[config.mk]
export PLATFORM = sky130hd
export DESIGN_NAME = qpu_exu_timeq
export DESIGN_NICKNAME = d
export VERILOG_FILES = /design/src/rtl/qpu_exu_timeq_pkg.sv /design/src/rtl/qpu_timeq_fifo.sv /design/src/rtl/qpu_exu_timeq.sv
export SDC_FILE = /design/constraint.sdc
export NUM_CORES = 1
export LEC_CHECK = 0
export BUFFER_PORTS_ARGS = -buffer_cell sky130_fd_sc_hd__buf_2
export CAP_MARGIN = 20
export CELL_PAD_IN_SITES_DETAIL_PLACEMENT = 0
export CELL_PAD_IN_SITES_GLOBAL_PLACEMENT = 2
export CORE_UTILIZATION = 47
export DETAILED_ROUTE_END_ITERATION = 16
export PLACE_DENSITY_LB_ADDON = 0.2
export RECOVER_POWER = 50
export SYNTH_ARGS = -nofsm -noshare
export SYNTH_HDL_FRONTEND = slang
export SYNTH_SLANG_ARGS = --single-unit
[constraint.sdc]
create_clock -name clk -period 10.32 [get_ports clk]
set_clock_uncertainty 0.2 [all_clocks]
set_input_delay 3.096 -clock clk [delete_from_list [all_inputs] [get_ports clk]]
set_output_delay 3.096 -clock clk [all_outputs]
set_load 0.005 [all_outputs]
[src/rtl/qpu_exu_timeq_pkg.sv]
// rtl/qpu_exu_timeq_pkg.sv - shared widths and FSM encodings for the timing queue
package qpu_exu_timeq_pkg;

    localparam int QPU_TIME_WIDTH       = 32;
    localparam int QPU_EVENT_WIRE_WIDTH = 32;
    localparam int QPU_EVENT_NUM        = 8;

    localparam logic [0:0] ST_IDLE = 1'b0;
    localparam logic [0:0] ST_RUN  = 1'b1;

endpackage

[src/rtl/qpu_timeq_fifo.sv]
// rtl/qpu_timeq_fifo.sv - synchronous FIFO with wrap-bit pointers and flush
module qpu_timeq_fifo #(
    parameter int W     = 72,
    parameter int DEPTH = 8
) (
    input  logic         clk,
    input  logic         rst_n,
    input  logic         push,
    input  logic         pop,
    input  logic         flush,
    input  logic [W-1:0] wdata,
    output logic [W-1:0] rdata,
    output logic         full,
    output logic         empty
);

    localparam int AW = $clog2(DEPTH);
    localparam logic [AW:0] PTR_ONE = {{AW{1'b0}}, 1'b1};

    logic [W-1:0] mem [DEPTH];
    logic [AW:0]  wr_ptr;
    logic [AW:0]  rd_ptr;

    // Pointers differ only in the wrap bit when every slot is occupied.
    assign empty = (wr_ptr == rd_ptr);
    assign full  = (wr_ptr[AW] != rd_ptr[AW]) && (wr_ptr[AW-1:0] == rd_ptr[AW-1:0]);
    assign rdata = mem[rd_ptr[AW-1:0]];

    // Pointer update; flush returns the queue to its empty state.
    always_ff @(posedge clk) begin
        if (!rst_n || flush) begin
            wr_ptr <= '0;
            rd_ptr <= '0;
        end else begin
            if (push && !full) wr_ptr <= wr_ptr + PTR_ONE;
            if (pop && !empty) rd_ptr <= rd_ptr + PTR_ONE;
        end
    end

    // Storage array; contents need no reset because the pointers gate visibility.
    always_ff @(posedge clk) begin
        if (push && !full) mem[wr_ptr[AW-1:0]] <= wdata;
    end

endmodule

[src/rtl/qpu_exu_timeq.sv]
// rtl/qpu_exu_timeq.sv - timed event queue issuing event words when their time point is reached
module qpu_exu_timeq
    import qpu_exu_timeq_pkg::*;
#(
    parameter int TIME_W = QPU_TIME_WIDTH,
    parameter int EVW_W  = QPU_EVENT_WIRE_WIDTH,
    parameter int EVN    = QPU_EVENT_NUM,
    parameter int DEPTH  = 8
) (
    input  logic              clk,
    input  logic              rst_n,
    input  logic              tiq_wbck_i_ena,
    input  logic [TIME_W-1:0] tiq_wbck_i_data,
    output logic              tiq_wbck_i_ready,
    input  logic              evq_wbck_i_ena,
    input  logic [EVW_W-1:0]  evq_wbck_i_data,
    input  logic [EVN-1:0]    evq_wbck_i_oprand,
    output logic              evq_wbck_i_ready,
    input  logic              timer_start_i,
    input  logic              timer_stop_i,
    input  logic              flush_i,
    output logic              evt_o_valid,
    output logic [EVW_W-1:0]  evt_o_data,
    output logic [EVN-1:0]    evt_o_oprand,
    output logic              evt_o_late,
    output logic [TIME_W-1:0] timer_o,
    output logic              q_empty_o,
    output logic              proto_err_o
);

    localparam int FW = TIME_W + EVW_W + EVN;
    localparam logic [TIME_W-1:0] TIME_ONE = {{(TIME_W-1){1'b0}}, 1'b1};
    localparam logic [TIME_W-1:0] TIME_MAX = {TIME_W{1'b1}};

    logic [0:0]        state;
    logic [TIME_W-1:0] timer;
    logic              full;
    logic              empty;
    logic [FW-1:0]     head;
    logic [TIME_W-1:0] head_time;
    logic [EVW_W-1:0]  head_data;
    logic [EVN-1:0]    head_oprand;
    logic              push;
    logic              pop;

    assign {head_time, head_data, head_oprand} = head;

    // A write needs both halves of the entry; flush discards a same-cycle write.
    assign push = tiq_wbck_i_ena && evq_wbck_i_ena && !full && !flush_i;
    assign pop  = (state == ST_RUN) && !empty && (timer >= head_time) && !flush_i;

    assign tiq_wbck_i_ready = !full;
    assign evq_wbck_i_ready = !full;
    assign q_empty_o        = empty;
    assign timer_o          = timer;

    qpu_timeq_fifo #(
        .W     (FW),
        .DEPTH (DEPTH)
    ) u_fifo (
        .clk   (clk),
        .rst_n (rst_n),
        .push  (push),
        .pop   (pop),
        .flush (flush_i),
        .wdata ({tiq_wbck_i_data, evq_wbck_i_data, evq_wbck_i_oprand}),
        .rdata (head),
        .full  (full),
        .empty (empty)
    );

    // Run/idle control and saturating experiment timer; start beats stop.
    always_ff @(posedge clk) begin
        if (!rst_n) begin
            state <= ST_IDLE;
            timer <= '0;
        end else if (timer_start_i) begin
            state <= ST_RUN;
            timer <= '0;
        end else if (timer_stop_i) begin
            state <= ST_IDLE;
        end else if (state == ST_RUN && timer != TIME_MAX) begin
            timer <= timer + TIME_ONE;
        end
    end

    // Registered issue pulse; payload holds its last value between pulses.
    always_ff @(posedge clk) begin
        if (!rst_n) begin
            evt_o_valid  <= 1'b0;
            evt_o_data   <= '0;
            evt_o_oprand <= '0;
            evt_o_late   <= 1'b0;
        end else begin
            evt_o_valid <= pop;
            if (pop) begin
                evt_o_data   <= head_data;
                evt_o_oprand <= head_oprand;
                evt_o_late   <= (timer > head_time);
            end
        end
    end

    // Sticky protocol error when only one of the two write enables is raised.
    always_ff @(posedge clk) begin
        if (!rst_n) begin
            proto_err_o <= 1'b0;
        end else if (tiq_wbck_i_ena ^ evq_wbck_i_ena) begin
            proto_err_o <= 1'b1;
        end
    end

endmodule

==> results of run 1 <==
-- synth_stat cells, types with 6 or more instances --
master / number / area (sq um)
edfxtp_1: 576 / 17300
mux4_2: 144 / 3240
dfxtp_1: 87 / 1740
mux2i_1: 73 / 731
o21ai_0: 54 / 270
o211a_1: 40 / 400
nor2_1: 38 / 143
clkbuf_1: 37 / 139
ha_1: 36 / 450
nand2_1: 32 / 120
a21oi_1: 28 / 140
buf_2: 23 / 115
nand3_1: 22 / 110
xnor2_1: 17 / 149
xor2_1: 16 / 140
nand4_1: 14 / 87.6
nor3_1: 11 / 55.1
or3_1: 9 / 56.3
nand2b_1: 7 / 43.8
and3_1: 6 / 37.5
-- power groups by stage --
stage / registers, W / logic (W) / clock network [W]
2_1_floorplan: 0.00298 / 0.0000265 / 0
3_3_place_gp: 0.00298 / 0.0000811 / 0
3_5_place_dp: 0.00298 / 0.0000848 / 0
4_1_cts: 0.00292 / 0.0000849 / 0.00250
5_1_grt: 0.00292 / 0.0000875 / 0.00260
6_report: 0.00292 / 0.0000784 / 0.00244
-- worst min-delay path by stage --
stage | from | to | slack (ns) | depth (start not counted)
floorplan | proto_err_o | proto_err_o | 0.26 | 1
global placement | proto_err_o | proto_err_o | 0.25 | 1
detailed placement | proto_err_o | proto_err_o | 0.26 | 1
CTS | proto_err_o | proto_err_o | 0.27 | 1
global route | proto_err_o | proto_err_o | 0.31 | 1
finish | proto_err_o | proto_err_o | 0.28 | 1
-- per-stage QoR --
step	worst slack, ns	total power (W)
after floorplan	0.947	0.00301
after global placement	4.01	0.00306
after detailed placement	3.98	0.00306
after CTS	4.61	0.00551
after global routing	3.65	0.00561
final	3.96	0.00545
-- worst register-to-register path: cells and delay by family (launching register included) --
kind	cells	cell delay, ns
fa+ha+maj	1	0.18
buf+inv	1	0.79
mux	3	1.03
flops	1	0.74
simple gates	3	1.26
compound gates	2	1.16
-- per-layer routing --
layer	vias to the layer above	track usage	wire length [um]
met1	6699	0.284	24500
met3	80	0.0415	2540
met5	-	0	40
met4	6	0.0508	945
li1	5816	-	-
met2	272	0.328	27000
-- layout by cell type (no fill, tap or decap), types with 9 or more instances in the layout --
cell,n
a21oi_1,28
buf_2,64
buf_4,19
clkbuf_1,111
clkbuf_16,72
clkinv_2,13
dfxtp_1,84
edfxtp_1,576
ha_1,36
mux2i_1,73
mux4_2,144
nand2_1,31
nand3_1,22
nand4_1,14
nor2_1,33
nor3_1,9
o211a_1,40
o21ai_0,54
or3_1,9
xnor2_1,17
xor2_1,16
-- final cells by class --
| type | count | area share |
|---|---|---|
| Timing Repair Buffer | 178 | 0.0284 |
| Antenna cell | 1 | 0.0000844 |
| Tap cell | 696 | 0.0294 |
| Clock buffer | 96 | 0.0656 |
| Inverter | 5 | 0.000633 |
| Clock inverter | 36 | 0.0108 |
| Multi-Input combinational cell | 591 | 0.223 |
| Sequential cell | 663 | 0.642 |
-- registers in the layout, summed over array words and instances (netlist names), named ones only --
signal	cells
evt_o_data	32
evt_o_late	1
evt_o_oprand	8
evt_o_valid	1
proto_err_o	1
state	1
timer_o	32
u_fifo.mem	576
u_fifo.rd_ptr	4
u_fifo.wr_ptr	4
-- logic make-up (layout without fill, tap and decap cells) --
logic type               after synthesis  in the layout  share of synthesized area
AND/OR/NAND/NOR                      162            162                     0.0323
AO/OA/AOI/OAI                        142            142                     0.0387
XOR/XNOR                              33             33                     0.0112
other                                  0              1                          0
buffers and inverters                 70            315                     0.0114
flip-flops                           663            663                      0.735
adder cells (fa/ha/maj)               36             36                     0.0174
multiplexers                         218            218                      0.154
==> results.md, run 1 <==
* Initial Utilization at 0.478
* Cell variety after synth at 51
* Max incr delay on CP at 2.01 ns
* Initial drt markers at 909
* Detail Route Antenna Nets at 0
* Critical Path Source: rst_n
* Critical path cell sequence: buf_2, clkbuf_1, nand2_1, a2111o_1, o21ai_0
* # nets final at 1625
* PortBufs at between 150 and 200
* Area of the multi-input gates at 6610 sq um
* WS Path Type: input port to flip-flop
* P&R area growth vs syn at 14.6%
* Hold buffers post-CTS at 0
* Wire length of the first global-routing pass at around 84000 um
* R2R depth at 10
* Layout Utilization at 0.548
* FP Rows at 85
* Fillcell total at 4264
* Area after DPL at ~27000 sq um
* Post-CTS sizing at 0
* Worst path depth at 5
* Sequential-to-total area share from yosys stat at 0.735
* Final Cell Area at 29700 sq um
* Max clock buf depth at 3
* Combinational share of power at 0.014
* Vias in the first global route at about 13000
* Slew margin rel. at -0.959
* DPL Wire Length at 32300 um
* Share of total power in the clock network at 0.449
* Largest delay share family, worst path: buffers and inverters
* Die Span Y at 237 um
* Global route overflow at 0
* Net Switching at 0.00109 W
* Period utilisation layout at 0.617
* Net Sw Frac at 0.200
* Layout cell share with drive strength beyond 1 at 0.225
* Non-Filler Instances at 2266
* DRT Wirelength at 55100 um
* Worst Path Arrival at 6.69 ns
* Final hold slack at 0.280 ns
* Syn_area_per_cell at roughly 20 sq um
* Flops & latches, synth at 663
* CTS tree: built
* R2r endpoint: u_fifo.rd_ptr[2]
* Maximum VDD drop at 0.000108 V
* Vias at 12900
* Syn_nets at 1439
* CP Buf/Inv Count at 2
* CTS Root Cell: clkbuf_16
* RSZ-0062 raised after global routing: false
* Post-synth EDFFs at approximately 580
* Worst path required time at 10.64 ns
* P_int at 0.00436 W
* Initial antenna violation count at 5
* Gate Count Post-Synth at 1324
* Slew Viols, Final at between 40 and 50
* Setup_tns at 0 ns
* Pin count of the biggest net entering global routing at 62
* Endpoints failing hold at 0
* CP Capture Type: flip-flop
* Later-pin clock latency in the skew report at approximately 0.60 ns
* CP Capture Point: u_fifo.rd_ptr[3]
* Die footprint at 56000 sq um
* Seq pwr share at 0.537
* Maximum operating frequency at 157 MHz
* Worst min path class: flip-flop to flip-flop
* Startpoint types: input port
* Clock slew at reported path FFs at 0.06 ns
* Synthesized cell area at 25900 sq um
* Final min period at 6.36 ns
* Worst Path Max Fanout at 48
* Core Box Area at 54100 sq um
* DR WL/cell at 24.3 um
* Fraction of registers with async set/reset at 0
* R2r setup slk at roughly 4.8 ns
* DR vias/cell at ~5.7
* Setup violators final at 0
* Cts bufs inserted at slightly above 70
* Worst-margin pin slew at 2.94 ns
* Io pins at 157
* # Max-Cap Violations at 1
* Failing checks: max-capacitance violations, max-slew violations
* Storage cell area at 19000 sq um
* Clock Sinks at about 660
* Top FF cell, synth: edfxtp_1
* Number of remaining DRC errors at 0
* Status: finished, violations left
* GR Util All Layers at 0.203
* Horiz. Die Dim at between 200 and 250 um
* Postcts setup bufs at 0
* # H-tree levels at 3
* Cell Pwr Density at roughly 180 nW/um^2
* LEAKAGE at 9.79 nW
* Yosys warns at 0
* Placer Congestion at 0.768
* Pre-antenna DRT Iters at 5
* Slowest stage cell, crit path: clkbuf_1
* Placed Cells at 2132
No activity file was read; power rests on OpenSTA's default activity.
==> inputs of run 2 (changes only) <==
CORE_UTILIZATION = 42   (was 47)
clock period = 5.35 ns   (was 10.32 ns; I/O delays follow)
==> run 2 against run 1 <==
The run still ends with max-capacitance violations, max-slew violations left. Cell count up 4.4%. Total power increased by 99%. Routed wire length up 7.8%. Non-clock buffer count grew 15. Largest power group unchanged.
==> results.md, run 2 (same netlist as run 1, synthesis figures left out) <==
* RSZ-0062 raised after global routing: false (unchanged)
* Clock slew at reported path FFs at 0.06 ns (about the same)
* Placer Congestion at 0.747 (was 0.768)
* Max clock buf depth at 3 (unchanged)
* Max reg flops at 576 (unchanged)
* R2r setup slk at 0.88 ns (was 4.82 ns)
* Worst Path Max Fanout at 25 (was 48)
* Number of remaining DRC errors at 0 (unchanged)
* Final min period at 4.47 ns
* Vias at 13100 (was 12900)
* Failing checks: max-capacitance violations, max-slew violations (unchanged)
* Period utilisation layout at 0.835
* DR WL/cell at 25.1 um (was 24.3 um)
* Die Span Y at 250 um (was 237 um)
* Vias in the first global route at 13800 (was 13400)
* CTS tree: built (unchanged)
* WHS Path Cells at 1 (unchanged)
* # H-tree levels at 3 (unchanged)
* Pre-antenna DRT Iters at 5 (unchanged)
* PortBufs at 156 (unchanged)
* DRT Wirelength at 59400 um (was 55100 um)
* P&R area growth vs syn at 16.3% (was 14.6%)
* # Max-Cap Violations at 1 (unchanged)
* Maximum operating frequency at 224 MHz
* Horiz. Die Dim at 250 um (was 237 um)
* Worst Path Arrival at 4.77 ns (was 6.69 ns)
* Status: finished, violations left (unchanged)
* Slew margin rel. at -0.598 (was -0.959)
* Worst min path class: flip-flop to flip-flop (unchanged)
* Metal1 wirelength at 26200 um (was 24500 um)
* Slew Viols, Final at 7 (was 49)
* CP Capture Type: flip-flop (unchanged)
* GR Util All Layers at 0.194 (was 0.203)
* Worst-margin pin slew at 2.34 ns (was 2.94 ns)
* Cts bufs inserted at 71 (unchanged)
* Cell Pwr Density at 359 nW/um^2 (was 184 nW/um^2)
* Post-CTS sizing at 0 (unchanged)
* Wire length of the first global-routing pass at 89100 um (was 84100 um)
* Later-pin clock latency in the skew report at 0.61 ns (was 0.60 ns)
* Detail Route Antenna Nets at 0 (unchanged)
* Initial Utilization at 0.427 (was 0.478)
* Commonest non-fill, non-tap cells in the layout: edfxtp_1 (576), mux4_2 (144), clkbuf_1 (112) (was edfxtp_1 (576), mux4_2 (144), clkbuf_1 (111))
* DR vias/cell at 5.56 (was 5.68)
* Pin count of the biggest net entering global routing at 54 (was 62)
* Met2 WL post-DR at 28800 um (was 27000 um)
* DPL Wire Length at 34800 um (was 32300 um)
* CTS Root Cell: clkbuf_16 (unchanged)
* Global route overflow at 0 (unchanged)
* Top Metal Used: met5 (unchanged)
* Clock Sinks at 663 (unchanged)
* WS Path Type: flip-flop to flip-flop (was input port to flip-flop)
* LEAKAGE at 9.94 nW (was 9.79 nW)
* Postcts setup bufs at 0 (unchanged)
* Core Box Area at 60600 sq um (was 54100 sq um)
* Final Cell Area at 30100 sq um (was 29700 sq um)
* Endpoints failing hold at 0 (unchanged)
* Die footprint at 62700 sq um (was 56000 sq um)
* Io pins at 157 (unchanged)
* Initial antenna violation count at 6 (was 5)
* Startpoint types: flip-flop (was input port)
* Area after DPL at 27900 sq um (was 27500 sq um)
* Hold buffers post-CTS at 0 (unchanged)
* R2R depth at 12 (was 10)
* FP Rows at 90 (was 85)
* # nets final at 1640 (was 1625)
* Layout cell share with drive strength beyond 1 at 0.226 (was 0.225)
* Commonest non-fill, non-tap cell in the layout: edfxtp_1 (unchanged)
* Maximum VDD drop at 0.000265 V (was 0.000108 V)
* Setup violators final at 0 (unchanged)
* Final hold slack at 0.283 ns (was 0.280 ns)
* DR WL met3 at 3110 um (was 2540 um)
* Initial drt markers at 888 (was 909)
* Worst path required time at 5.65 ns (was 10.64 ns)
## run 2: layout make-up
class,instances,area (sq um)
fillers,5035,30500
flip-flops and latches,663,19000
multi-input cells,591,6600
clock buffers,94,1940
repair buffers,193,1070
well taps,782,978
clock inverters,35,470
inverters,5,18.8
diodes,2,5.00
## run 2: final timing paths
check,startpoint,end
setup / recovery,flip-flop,evt_o_data[20]
hold / removal,proto_err_o,proto_err_o
setup reg to reg,flip-flop,evt_o_data[20]
hold reg to reg,proto_err_o,proto_err_o
## run 2: routing by layer
| metal | global-route usage | vias to the layer above |
|---|---|---|
| li1 | - | 5843 |
| met1 | 0.267 | 6874 |
| met2 | 0.314 | 329 |
| met3 | 0.0391 | 95 |
| met4 | 0.0545 | 4 |
| met5 | 0 | - |
## run 2: through the flow
step / TNS, ns / power, W / instances / worst slack [ns] / util
after floorplan: -110.42 / 0.00580 / 1324 / -0.595 / -
after global placement: 0 / 0.00590 / 2234 / 0.793 / 0.460
after detailed placement: 0 / 0.00591 / 2234 / 0.693 / 0.460
after CTS: 0 / 0.0110 / 2363 / 0.703 / 0.500
after global routing: 0 / 0.0111 / 2364 / 0.547 / 0.497
final: 0 / 0.0108 / 2365 / 0.881 / 0.497
## run 2: critical path, cell delays in order (launching register included)
cell and delay, ns:
dfxtp_4 0.57, buf_12 0.30, buf_12 0.23, mux4_2 0.51
mux2i_1 0.14, ha_1 0.21, nand4_1 0.16, nor4_1 0.64
and3_1 0.34, o41a_2 0.52, buf_12 0.24, o21ai_0 0.11
o211a_1 0.15
## run 2: power by group
group          switching, W  internal (W)
Clock               0.00199       0.00304
Sequential       0.00000602       0.00563
Combinational      0.000106     0.0000416
Total               0.00210       0.00872
